`config.mk`:
```
export PLATFORM = sky130hd
export DESIGN_NAME = alu_mc
export DESIGN_NICKNAME = d
export VERILOG_FILES = /design/src/rtl/alu_pkg.sv /design/src/rtl/alu_muldiv_iter.sv /design/src/rtl/alu_mc.sv
export SDC_FILE = /design/constraint.sdc
export NUM_CORES = 1
export LEC_CHECK = 0
export BUFFER_PORTS_ARGS = -buffer_cell sky130_fd_sc_hd__buf_4
export CAP_MARGIN = 20
export CORE_MARGIN = 8
export CORE_UTILIZATION = 50
export DETAILED_ROUTE_END_ITERATION = 12
export PLACE_DENSITY = 0.79
export SETUP_SLACK_MARGIN = 0.1
export SYNTH_ARGS = -nofsm -noshare
export SYNTH_HDL_FRONTEND = slang
export SYNTH_HIERARCHICAL = 1
export SYNTH_SLANG_ARGS = --single-unit
```
`constraint.sdc`:
```
create_clock -name clk -period 8.8 [get_ports clk]
set_clock_uncertainty 0.15 [all_clocks]
set_input_delay 0.88 -clock clk [delete_from_list [all_inputs] [get_ports clk]]
set_output_delay 0.88 -clock clk [all_outputs]
set_load 0.05 [all_outputs]
```
`src/rtl/alu_pkg.sv`:
```
`default_nettype none
// +------------------------------------------------------------------+
// | alu_pkg : opcode encoding, handshake FSM states, op classifier   |
// | rev 1.0                                                          |
// +------------------------------------------------------------------+
package alu_pkg;

   localparam logic [3:0] OP_ADD  = 4'h0;
   localparam logic [3:0] OP_SUB  = 4'h1;
   localparam logic [3:0] OP_AND  = 4'h2;
   localparam logic [3:0] OP_OR   = 4'h3;
   localparam logic [3:0] OP_XOR  = 4'h4;
   localparam logic [3:0] OP_NOR  = 4'h5;
   localparam logic [3:0] OP_SLT  = 4'h6;
   localparam logic [3:0] OP_SLTU = 4'h7;
   localparam logic [3:0] OP_SLL  = 4'h8;
   localparam logic [3:0] OP_SRL  = 4'h9;
   localparam logic [3:0] OP_SRA  = 4'hA;
   localparam logic [3:0] OP_PASSB = 4'hB;
   localparam logic [3:0] OP_MUL  = 4'hC;
   localparam logic [3:0] OP_MULH = 4'hD;
   localparam logic [3:0] OP_DIVU = 4'hE;
   localparam logic [3:0] OP_REMU = 4'hF;

   typedef enum logic [0:0] {
      IDLE = 1'b0,
      BUSY = 1'b1
   } state_t;

   // MUL/MULH/DIVU/REMU occupy the top quarter of the opcode space
   function automatic logic is_multicycle(input logic [3:0] op);
      return op[3] & op[2];
   endfunction

endpackage
`default_nettype wire

```
`src/rtl/alu_muldiv_iter.sv`:
```
`default_nettype none
// +------------------------------------------------------------------+
// | alu_muldiv_iter : shared shift-add multiplier / restoring divider |
// | rev 1.0                                                          |
// +------------------------------------------------------------------+
module alu_muldiv_iter #(
   parameter int WIDTH = 8
) (
   input  logic             clk,
   input  logic             reset,
   input  logic             start,
   input  logic             is_div,
   input  logic [WIDTH-1:0] a,
   input  logic [WIDTH-1:0] b,
   output logic             done,
   output logic [WIDTH-1:0] res_lo,
   output logic [WIDTH-1:0] res_hi
);

   localparam int c_cnt_w = $clog2(WIDTH) + 1;

   logic               r_busy;
   logic               r_div;
   logic [WIDTH-1:0]   r_hi;
   logic [WIDTH-1:0]   r_lo;
   logic [WIDTH-1:0]   r_opb;
   logic [c_cnt_w-1:0] r_cnt;

   logic [WIDTH:0]     w_sum;
   logic [WIDTH:0]     w_trial;
   logic [WIDTH:0]     w_diff;
   logic [WIDTH-1:0]   w_nxt_hi;
   logic [WIDTH-1:0]   w_nxt_lo;

   // Outputs expose the step being taken this cycle, so the caller can
   // register the final value on the same edge as the last iteration.
   always_comb begin
      w_sum    = {1'b0, r_hi} + {1'b0, r_opb};
      w_trial  = {r_hi, r_lo[WIDTH-1]};
      w_diff   = w_trial - {1'b0, r_opb};
      w_nxt_hi = r_hi;
      w_nxt_lo = r_lo;
      if (r_div) begin
         // divisor of zero never borrows: quotient all ones, remainder = dividend
         if (w_diff[WIDTH]) begin
            w_nxt_hi = w_trial[WIDTH-1:0];
            w_nxt_lo = {r_lo[WIDTH-2:0], 1'b0};
         end else begin
            w_nxt_hi = w_diff[WIDTH-1:0];
            w_nxt_lo = {r_lo[WIDTH-2:0], 1'b1};
         end
      end else if (r_lo[0]) begin
         w_nxt_hi = w_sum[WIDTH:1];
         w_nxt_lo = {w_sum[0], r_lo[WIDTH-1:1]};
      end else begin
         w_nxt_hi = {1'b0, r_hi[WIDTH-1:1]};
         w_nxt_lo = {r_hi[0], r_lo[WIDTH-1:1]};
      end
   end

   assign done   = r_busy && (r_cnt == c_cnt_w'(WIDTH - 1));
   assign res_lo = w_nxt_lo;
   assign res_hi = w_nxt_hi;

   always_ff @(posedge clk) begin
      if (reset) begin
         r_busy <= 1'b0;
         r_div  <= 1'b0;
         r_hi   <= '0;
         r_lo   <= '0;
         r_opb  <= '0;
         r_cnt  <= '0;
      end else if (start) begin
         r_busy <= 1'b1;
         r_div  <= is_div;
         r_hi   <= '0;
         r_lo   <= a;
         r_opb  <= b;
         r_cnt  <= '0;
      end else if (r_busy) begin
         r_hi <= w_nxt_hi;
         r_lo <= w_nxt_lo;
         if (done) begin
            r_busy <= 1'b0;
         end else begin
            r_cnt <= r_cnt + c_cnt_w'(1);
         end
      end
   end

endmodule
`default_nettype wire

```
`src/rtl/alu_mc.sv`:
```
`default_nettype none
// +------------------------------------------------------------------+
// | alu_mc : multi-cycle ALU, valid/ready in, pulsed registered out   |
// | rev 1.0                                                          |
// +------------------------------------------------------------------+
module alu_mc
   import alu_pkg::*;
#(
   parameter int WIDTH  = 8,
   parameter int CTRL_W = 4
) (
   input  logic              clk,
   input  logic              reset,
   input  logic              in_valid,
   output logic              in_ready,
   input  logic [CTRL_W-1:0] op,
   input  logic [WIDTH-1:0]  src_a,
   input  logic [WIDTH-1:0]  src_b,
   output logic              out_valid,
   output logic [WIDTH-1:0]  result,
   output logic              zero,
   output logic              neg,
   output logic              carry,
   output logic              ovf
);

   localparam int c_sh_w = $clog2(WIDTH);

   state_t             r_state;
   state_t             w_state_nxt;
   logic               r_sel_hi;
   logic               w_accept;
   logic               w_start;
   logic               w_finish;
   logic               w_md_done;
   logic [WIDTH-1:0]   w_md_lo;
   logic [WIDTH-1:0]   w_md_hi;
   logic [WIDTH-1:0]   w_md_res;
   logic [WIDTH:0]     w_sum;
   logic [WIDTH:0]     w_dif;
   logic [c_sh_w-1:0]  w_shamt;
   logic [WIDTH-1:0]   w_sc_res;
   logic               w_sc_c;
   logic               w_sc_v;

   always_comb begin
      w_state_nxt = r_state;
      in_ready    = (r_state == IDLE) && !reset;
      w_accept    = in_valid && in_ready;
      w_start     = 1'b0;
      w_finish    = 1'b0;
      case (r_state)
         IDLE: begin
            if (w_accept && is_multicycle(op)) begin
               w_state_nxt = BUSY;
               w_start     = 1'b1;
            end
         end
         BUSY: begin
            if (w_md_done) begin
               w_state_nxt = IDLE;
               w_finish    = 1'b1;
            end
         end
         default: w_state_nxt = IDLE;
      endcase
   end

   always_ff @(posedge clk) begin
      if (reset) begin
         r_state <= IDLE;
      end else begin
         r_state <= w_state_nxt;
      end
   end

   always_comb begin
      w_shamt  = src_b[c_sh_w-1:0];
      w_sum    = {1'b0, src_a} + {1'b0, src_b};
      w_dif    = {1'b0, src_a} + {1'b0, ~src_b} + {{WIDTH{1'b0}}, 1'b1};
      w_sc_res = '0;
      w_sc_c   = 1'b0;
      w_sc_v   = 1'b0;
      case (op)
         OP_ADD: begin
            w_sc_res = w_sum[WIDTH-1:0];
            w_sc_c   = w_sum[WIDTH];
            w_sc_v   = (src_a[WIDTH-1] == src_b[WIDTH-1]) && (w_sum[WIDTH-1] != src_a[WIDTH-1]);
         end
         OP_SUB: begin
            w_sc_res = w_dif[WIDTH-1:0];
            w_sc_c   = w_dif[WIDTH];
            w_sc_v   = (src_a[WIDTH-1] != src_b[WIDTH-1]) && (w_dif[WIDTH-1] != src_a[WIDTH-1]);
         end
         OP_AND:   w_sc_res = src_a & src_b;
         OP_OR:    w_sc_res = src_a | src_b;
         OP_XOR:   w_sc_res = src_a ^ src_b;
         OP_NOR:   w_sc_res = ~(src_a | src_b);
         OP_SLT:   w_sc_res = {{(WIDTH-1){1'b0}}, $signed(src_a) < $signed(src_b)};
         OP_SLTU:  w_sc_res = {{(WIDTH-1){1'b0}}, src_a < src_b};
         OP_SLL:   w_sc_res = src_a << w_shamt;
         OP_SRL:   w_sc_res = src_a >> w_shamt;
         OP_SRA:   w_sc_res = $signed(src_a) >>> w_shamt;
         OP_PASSB: w_sc_res = src_b;
         default:  w_sc_res = '0;
      endcase
   end

   alu_muldiv_iter #(
      .WIDTH (WIDTH)
   ) u_muldiv (
      .clk    (clk),
      .reset  (reset),
      .start  (w_start),
      .is_div (op[1]),
      .a      (src_a),
      .b      (src_b),
      .done   (w_md_done),
      .res_lo (w_md_lo),
      .res_hi (w_md_hi)
   );

   // MULH and REMU (odd multi-cycle opcodes) take the upper half
   assign w_md_res = r_sel_hi ? w_md_hi : w_md_lo;

   always_ff @(posedge clk) begin
      if (reset) begin
         r_sel_hi  <= 1'b0;
         out_valid <= 1'b0;
         result    <= '0;
         zero      <= 1'b0;
         neg       <= 1'b0;
         carry     <= 1'b0;
         ovf       <= 1'b0;
      end else begin
         out_valid <= 1'b0;
         if (w_start) begin
            r_sel_hi <= op[0];
         end
         if (w_accept && !is_multicycle(op)) begin
            out_valid <= 1'b1;
            result    <= w_sc_res;
            zero      <= (w_sc_res == '0);
            neg       <= w_sc_res[WIDTH-1];
            carry     <= w_sc_c;
            ovf       <= w_sc_v;
         end else if (w_finish) begin
            out_valid <= 1'b1;
            result    <= w_md_res;
            zero      <= (w_md_res == '0);
            neg       <= w_md_res[WIDTH-1];
            carry     <= 1'b0;
            ovf       <= 1'b0;
         end
      end
   end

endmodule
`default_nettype wire

```
==> results.sh, run 1 <==
export IMPL_status="finished clean"
export IMPL_worstSkewPairLatency_ns=0.30
export IMPL_grt_pass1_vias=4970
export IMPL_fin_nets=730
export IMPL_drive_gt1_frac=0.139
export IMPL_r2r_start="u_muldiv/r_opb[0]$_SDFFE_PP0P_"
export IMPL_clockPowerShare=0.234
export IMPL_fmaxAchievable_mhz=271
export IMPL_synth_edf_count=0
export IMPL_holdCritPathClass="flop to flop"
export IMPL_routed_via_density=6.48
export IMPL_antenna_cells=0
export IMPL_grt_pass1_wl_um=25800
export IMPL_relSlewSlack=0.319
export IMPL_avgSynthCellArea_um2=7.96
export IMPL_place_area_um2=5430
export IMPL_design_area_um2=5520
export IMPL_cts_tree="built"
export IMPL_p_int_w=0.000345
export IMPL_final_setup_worst_slack_ns=5.11
export IMPL_post_drt_wl_per_cell_um=19.5
export IMPL_ff2ff_path_depth=14
export IMPL_synthAdderAreaFrac=0.121
export IMPL_clock_sinks=44
export IMPL_ys_seq_area_frac=0.169
export IMPL_io_buffers=36
export IMPL_grt_max_degree=36
export IMPL_ys_ff_latch=44
export IMPL_rsz0062_at_grt="no"
export IMPL_core_um2=10200
export IMPL_io_pins=37
export IMPL_cts_buffer_depth=2
export IMPL_min_path_cells=2
export IMPL_grt_overflow=0
export IMPL_critPathLaunchType="flop"
export IMPL_synth_compound_gate_area_share=0.286
export IMPL_required_ns=8.85
export IMPL_power_frac_seq=0.382
export IMPL_cp_end_kind="flop"
export IMPL_post_cts_resized=0
export IMPL_ys_flop_type="dfxtp_1"
export IMPL_area_growth_pct=5.75
export IMPL_final_max_slew_viol_count=0
export IMPL_totalWireLength_um=15500
export IMPL_setup_viol=0
export IMPL_track_usage=0.219
export IMPL_fillers=957
export IMPL_critPathMaxFanout=9
export IMPL_async_flop_share=0
export IMPL_synth_xor_area_frac=0.0134
export IMPL_min_period_ns=3.69
export IMPL_synthMuxAreaShare=0.120
export IMPL_post_place_ws_ns=5.04
export IMPL_synthCells=656
export IMPL_switching_share=0.386
export IMPL_post_cts_buffers=0
export IMPL_p_leak_nw=2.10
export IMPL_cts_buffers=5
export IMPL_postRouteAntennaNets=0
export IMPL_htree_levels=2
export IMPL_netlist_area_um2=5220
export IMPL_rows=37
export IMPL_design_die_area_um2=14000
export IMPL_p_sw_w=0.000217
export IMPL_vdd_ir_drop_max_mv=0.0874
export IMPL_final_util=0.540
export IMPL_antenna_found_initial=0
export IMPL_num_vias=5155
export IMPL_ff2ff_setup_slack_ns=5.11
export IMPL_drtPass1Iterations=5
export IMPL_min_to="result[0]$_SDFFE_PP0P_"
export IMPL_worstHoldStart="result[0]$_SDFFE_PP0P_"
export IMPL_finalSetupTns_ns=0
export IMPL_power_per_cell_area_nw_per_um2=102
export IMPL_hpwl_um=11800
export IMPL_hold_viol_final=0
export IMPL_ys_types=84
export IMPL_critPathKind="flop to flop"
export IMPL_drcViolationCount=0
export IMPL_cts_root_buf="clkbuf_8"
export IMPL_dieWidth_um=118
export IMPL_cts_hold_buffers_added=0
export IMPL_synthSimpleGateAreaFrac=0.215
export IMPL_worstPathArrival_ns=3.74
export IMPL_gp_congestion=0.986
export IMPL_die_h_um=118
export IMPL_drv_cap=0
export IMPL_timing_rr_end="zero$_SDFFE_PP0P_"
export IMPL_total_power_w=0.000561
export IMPL_clk_pin_slew_ns=0.09
export IMPL_start_util=0.510
export IMPL_yosys_warnings=6
export IMPL_pwr_share_comb=0.384
export IMPL_synth_top_family_by_area="compound AO/OA/AOI/OAI gates"
export IMPL_finalCritPeriodShare=0.419
export IMPL_worstMarginPinSlew_ns=1.02
export IMPL_syn_num_nets=727
export IMPL_drt_iter0_markers=581
==> worst max-delay path by stage <==
stage | startpoint | to | slack, ns | cells past startpoint
floorplan | reset | u_muldiv/r_lo[0]$_SDFFE_PP0P_ | 5.53 | 7
global placement | src_b[2] | zero$_SDFFE_PP0P_ | 5.16 | 10
detailed placement | src_b[2] | zero$_SDFFE_PP0P_ | 5.04 | 10
CTS | u_muldiv/r_opb[0]$_SDFFE_PP0P_ | zero$_SDFFE_PP0P_ | 5.13 | 14
global route | u_muldiv/r_lo[7]$_SDFFE_PP0P_ | zero$_SDFFE_PP0P_ | 4.85 | 15
finish | u_muldiv/r_opb[0]$_SDFFE_PP0P_ | zero$_SDFFE_PP0P_ | 5.11 | 14
==> power by group through the flow <==
stage | Sequential, W | Clock, W | Combinational, W
floorplan | 0.000224 | 0 | 0.000151
CTS | 0.000214 | 0.000132 | 0.000211
global route | 0.000216 | 0.000140 | 0.000234
finish | 0.000215 | 0.000131 | 0.000215
global placement | 0.000219 | 0 | 0.000205
detailed placement | 0.000219 | 0 | 0.000210
==> sequential cells by signal (all words and copies together) (netlist names), 4 cells and up <==
| register | flops |
|---|---|
| result | 8 |
| u_muldiv/r_hi | 8 |
| u_muldiv/r_lo | 8 |
| u_muldiv/r_opb | 8 |
| u_muldiv/r_cnt | 4 |
==> cells in the mapped netlist, drive strengths merged, types with 4 or more instances <==
cell type,n,area share
a211o,6,0.010
a211oi,24,0.037
a21o,5,0.0072
a21oi,36,0.034
a221oi,9,0.019
a31oi,14,0.017
buf,22,0.032
clkbuf,19,0.014
dfxtp,44,0.17
fa,4,0.015
ha,44,0.11
inv,40,0.029
mux2,12,0.028
mux2i,27,0.052
mux4,9,0.040
nand2,44,0.032
nand2b,8,0.0096
nand3,28,0.027
nand4,5,0.0060
nor2,59,0.042
nor2b,19,0.024
nor3,19,0.020
nor3b,4,0.0058
nor4,4,0.0060
o211ai,15,0.023
o21a,10,0.014
o21ai,29,0.029
o21bai,6,0.0086
o22ai,6,0.0072
o31a,5,0.0084
o31ai,10,0.015
or3,7,0.0084
xor2,5,0.0084
==> layout by cell type, fill, tap and decap left out, types with 5 or more instances in the layout <==
cell type	synthesis	final
a221oi_1	6	6
a211oi_1	21	21
nand2b_1	8	8
a31oi_1	14	14
nor3_1	17	17
nor2_1	59	59
xor2_1	5	5
ha_1	44	44
o211ai_1	14	14
a211o_1	6	6
o31a_1	5	5
or3_1	7	7
nand4_1	5	5
buf_4	4	36
clkbuf_8	0	5
a21oi_1	36	36
nand3_1	28	28
o21bai_1	6	6
o22ai_1	6	6
o31ai_1	9	9
mux2i_1	26	26
dfxtp_1	44	44
o21ai_0	24	24
nor2b_1	18	18
nand2_1	44	44
inv_1	38	38
a21o_1	5	5
mux2_2	9	9
o21a_1	10	10
mux4_2	8	8
==> through the flow <==
step	cells	hold WS, ns
global route	796	0.368
finish	796	0.330
floorplan	656	0.313
detailed placement	787	0.313
CTS	795	0.331
global placement	787	0.295
==> area by class of cell <==
type / instances / area [um2] / share of cell area
clock buffer: 5 / 68.8 / 0.0125
clock inverter: 3 / 23.8 / 0.00430
timing repair buffer: 37 / 275 / 0.0498
sequential: 44 / 881 / 0.159
inverter: 43 / 161 / 0.0292
tap: 136 / 170 / 0.0308
multi-input combinational: 528 / 3940 / 0.714
==> worst max-delay path, cell delays in order, from the launching register on <==
cell	delay [ns]
dfxtp_1	0.40
ha_1	0.19
inv_1	0.06
fa_1	0.48
a211oi_2	0.30
nor3_2	0.10
mux2i_2	0.40
and2_1	0.35
a211oi_1	0.14
or2_2	0.32
mux2i_1	0.22
nand4_1	0.13
nor3_1	0.18
o21bai_1	0.11
o41ai_2	0.06
==> layer usage <==
layer  share of wire  global-route usage  up-vias  routed length, um
met5               0                   0        -                  0
met4           0.032              0.0921        0                501
met3           0.080              0.0514       35               1250
met2            0.45               0.342      228               7040
met1            0.43               0.285     2441               6730
li1                -                   -     2451                  -
==> cells by family (layout without fill, tap and decap cells) <==
family                     Yosys count  count (layout)
and+or+nand+nor                    218             218
muxes                               48              48
xor gates and xnor gates             8               8
AOI/OAI and AO/OA                  206             206
adders and majority gates           48              48
buffers and inverters               84              88
DFF                                 44              44
Power figures use the tool's default switching activity.
==> run 2, diff against run 1 <==
==> constraint.sdc (replaced) <==
create_clock -name clk -period 3.54 [get_ports clk]
set_clock_uncertainty 0.15 [all_clocks]
set_input_delay 0.354 -clock clk [delete_from_list [all_inputs] [get_ports clk]]
set_output_delay 0.354 -clock clk [all_outputs]
set_load 0.05 [all_outputs]
==> run 2 against run 1 <==
  * Non-clock buffer count grew 9
  * Sequential power up 150%
  * Critical endpoint unchanged
  * Worst hold slack got worse by 0.14 ns
  * Sequential share of layout area decreased by 0.25 points
  * Via count is 1.9% higher
==> results.sh, run 2 (synthesis results as in run 1) <==
export IMPL_grt_pass1_vias=5011
export IMPL_holdCritPathClass="input port to flop"
export IMPL_postRouteAntennaNets=0
export IMPL_io_pins=37
export IMPL_hpwl_um=12000
export IMPL_cts_hold_buffers_added=0
export IMPL_status="finished clean"
export IMPL_grt_overflow=0
export IMPL_worstPathArrival_ns=3.29
export IMPL_die_h_um=118
export IMPL_area_growth_pct=7.45
export IMPL_fin_nets=739
export IMPL_cts_buffer_depth=2
export IMPL_finalSetupTns_ns=0
export IMPL_critPathLaunch="u_muldiv/r_lo[7]$_SDFFE_PP0P_"
export IMPL_p_leak_nw=2.15
export IMPL_start_util=0.510
export IMPL_gp_congestion=0.975
export IMPL_post_cts_buffers=0
export IMPL_final_max_slew_viol_count=0
export IMPL_grt_max_degree=36
export IMPL_track_usage=0.218
export IMPL_cts_tree="built"
export IMPL_power_per_cell_area_nw_per_um2=249
export IMPL_crit_end="zero$_SDFFE_PP0P_"
export IMPL_ff2ff_path_depth=16
export IMPL_final_util=0.548
export IMPL_antenna_cells=0
export IMPL_total_power_w=0.00140
export IMPL_cts_root_buf="clkbuf_8"
export IMPL_setup_viol=0
export IMPL_relSlewSlack=0.402
export IMPL_cp_end_kind="flop"
export IMPL_routed_via_density=6.52
export IMPL_critPathMaxFanout=8
export IMPL_worstMarginPinSlew_ns=0.895
export IMPL_finalCritPeriodShare=0.911
export IMPL_critPathLaunchType="flop"
export IMPL_design_die_area_um2=14000
export IMPL_cts_buffers=5
export IMPL_dieWidth_um=118
export IMPL_worstHoldStart="src_b[6]"
export IMPL_critPathKind="flop to flop"
export IMPL_worstSkewPairLatency_ns=0.30
export IMPL_htree_levels=2
export IMPL_r2r_start="u_muldiv/r_lo[7]$_SDFFE_PP0P_"
export IMPL_clk_pin_slew_ns=0.09
export IMPL_rsz0062_at_grt="no"
export IMPL_drcViolationCount=0
export IMPL_required_ns=3.60
export IMPL_final_common_cell="nor2_1"
export IMPL_min_period_ns=3.22
export IMPL_post_cts_resized=0
export IMPL_clock_sinks=44
export IMPL_totalWireLength_um=15600
export IMPL_drive_gt1_frac=0.157
export IMPL_core_um2=10200
export IMPL_antenna_found_initial=0
export IMPL_vdd_ir_drop_max_mv=0.158
export IMPL_rows=37
export IMPL_grt_pass1_wl_um=25600
export IMPL_hold_viol_final=0
export IMPL_drt_iter0_markers=462
export IMPL_ff2ff_setup_slack_ns=0.32
export IMPL_num_vias=5251
export IMPL_fmaxAchievable_mhz=310
export IMPL_final_cell_mix="nor2_1, buf_4, nand2_1, ha_1, dfxtp_1"
export IMPL_post_drt_wl_per_cell_um=19.4
export IMPL_timing_rr_end="zero$_SDFFE_PP0P_"
export IMPL_drtPass1Iterations=5
export IMPL_io_buffers=36
export IMPL_drv_cap=0
run 2: routing by layer:
| layer | routed length (um) | GRT usage |
|---|---|---|
| met5 | 0 | 0 |
| met4 | 827 | 0.126 |
| met3 | 869 | 0.0300 |
| met2 | 7290 | 0.355 |
| met1 | 6630 | 0.271 |
run 2: cell type report:
cell class / instances / area [um2]
Multi-Input combinational cell: 528 / 3960
Fill cell: 957 / 4620
Timing Repair Buffer: 46 / 345
Clock buffer: 5 / 68.8
Inverter: 43 / 161
Sequential cell: 44 / 881
Clock inverter: 3 / 21.3
Tap cell: 136 / 170
run 2: how the worst min path moves through the flow:
| stage | end | slack, ns | cells after the start |
|---|---|---|---|
| floorplan | result[4]$_SDFFE_PP0P_ | 0.28 | 1 |
| global placement | result[0]$_SDFFE_PP0P_ | 0.29 | 2 |
| detailed placement | result[0]$_SDFFE_PP0P_ | 0.30 | 2 |
| CTS | u_muldiv/r_opb[5]$_SDFFE_PP0P_ | 0.19 | 3 |
| global route | u_muldiv/r_opb[7]$_SDFFE_PP0P_ | 0.20 | 3 |
| finish | u_muldiv/r_opb[6]$_SDFFE_PP0P_ | 0.19 | 3 |
run 2: stage by stage:
stage	hold WS [ns]	cell area, um2	setup WS (ns)	cells
final	0.193	5610	0.316	805
after global routing	0.198	5610	0.137	805
after CTS	0.194	5590	0.178	805
after detailed placement	0.301	5500	0.225	797
after global placement	0.295	5500	0.347	797
after floorplan	0.276	5220	0.400	656
run 2: power by group:
part	leakage [nW]	total (W)	switching (W)	internal [W]
Clock	0.0445	0.000320	0.000180	0.000140
Sequential	0.357	0.000532	0.0000196	0.000512
Combinational	1.75	0.000548	0.000333	0.000215
Total	2.15	0.00140	0.000533	0.000867
run 2: critical path, cell delays in order, from the launching register on:
cell      delay (ns)
dfxtp_1         0.32
inv_1           0.09
ha_1            0.17
inv_1           0.07
fa_2            0.43
a211oi_4        0.29
nor3_2          0.09
mux2i_2         0.16
buf_4           0.17
a21oi_1         0.17
a211oi_1        0.09
or2_2           0.31
mux2i_2         0.18
nand4_1         0.13
nor3_1          0.16
o21bai_1        0.11
o41ai_2         0.07
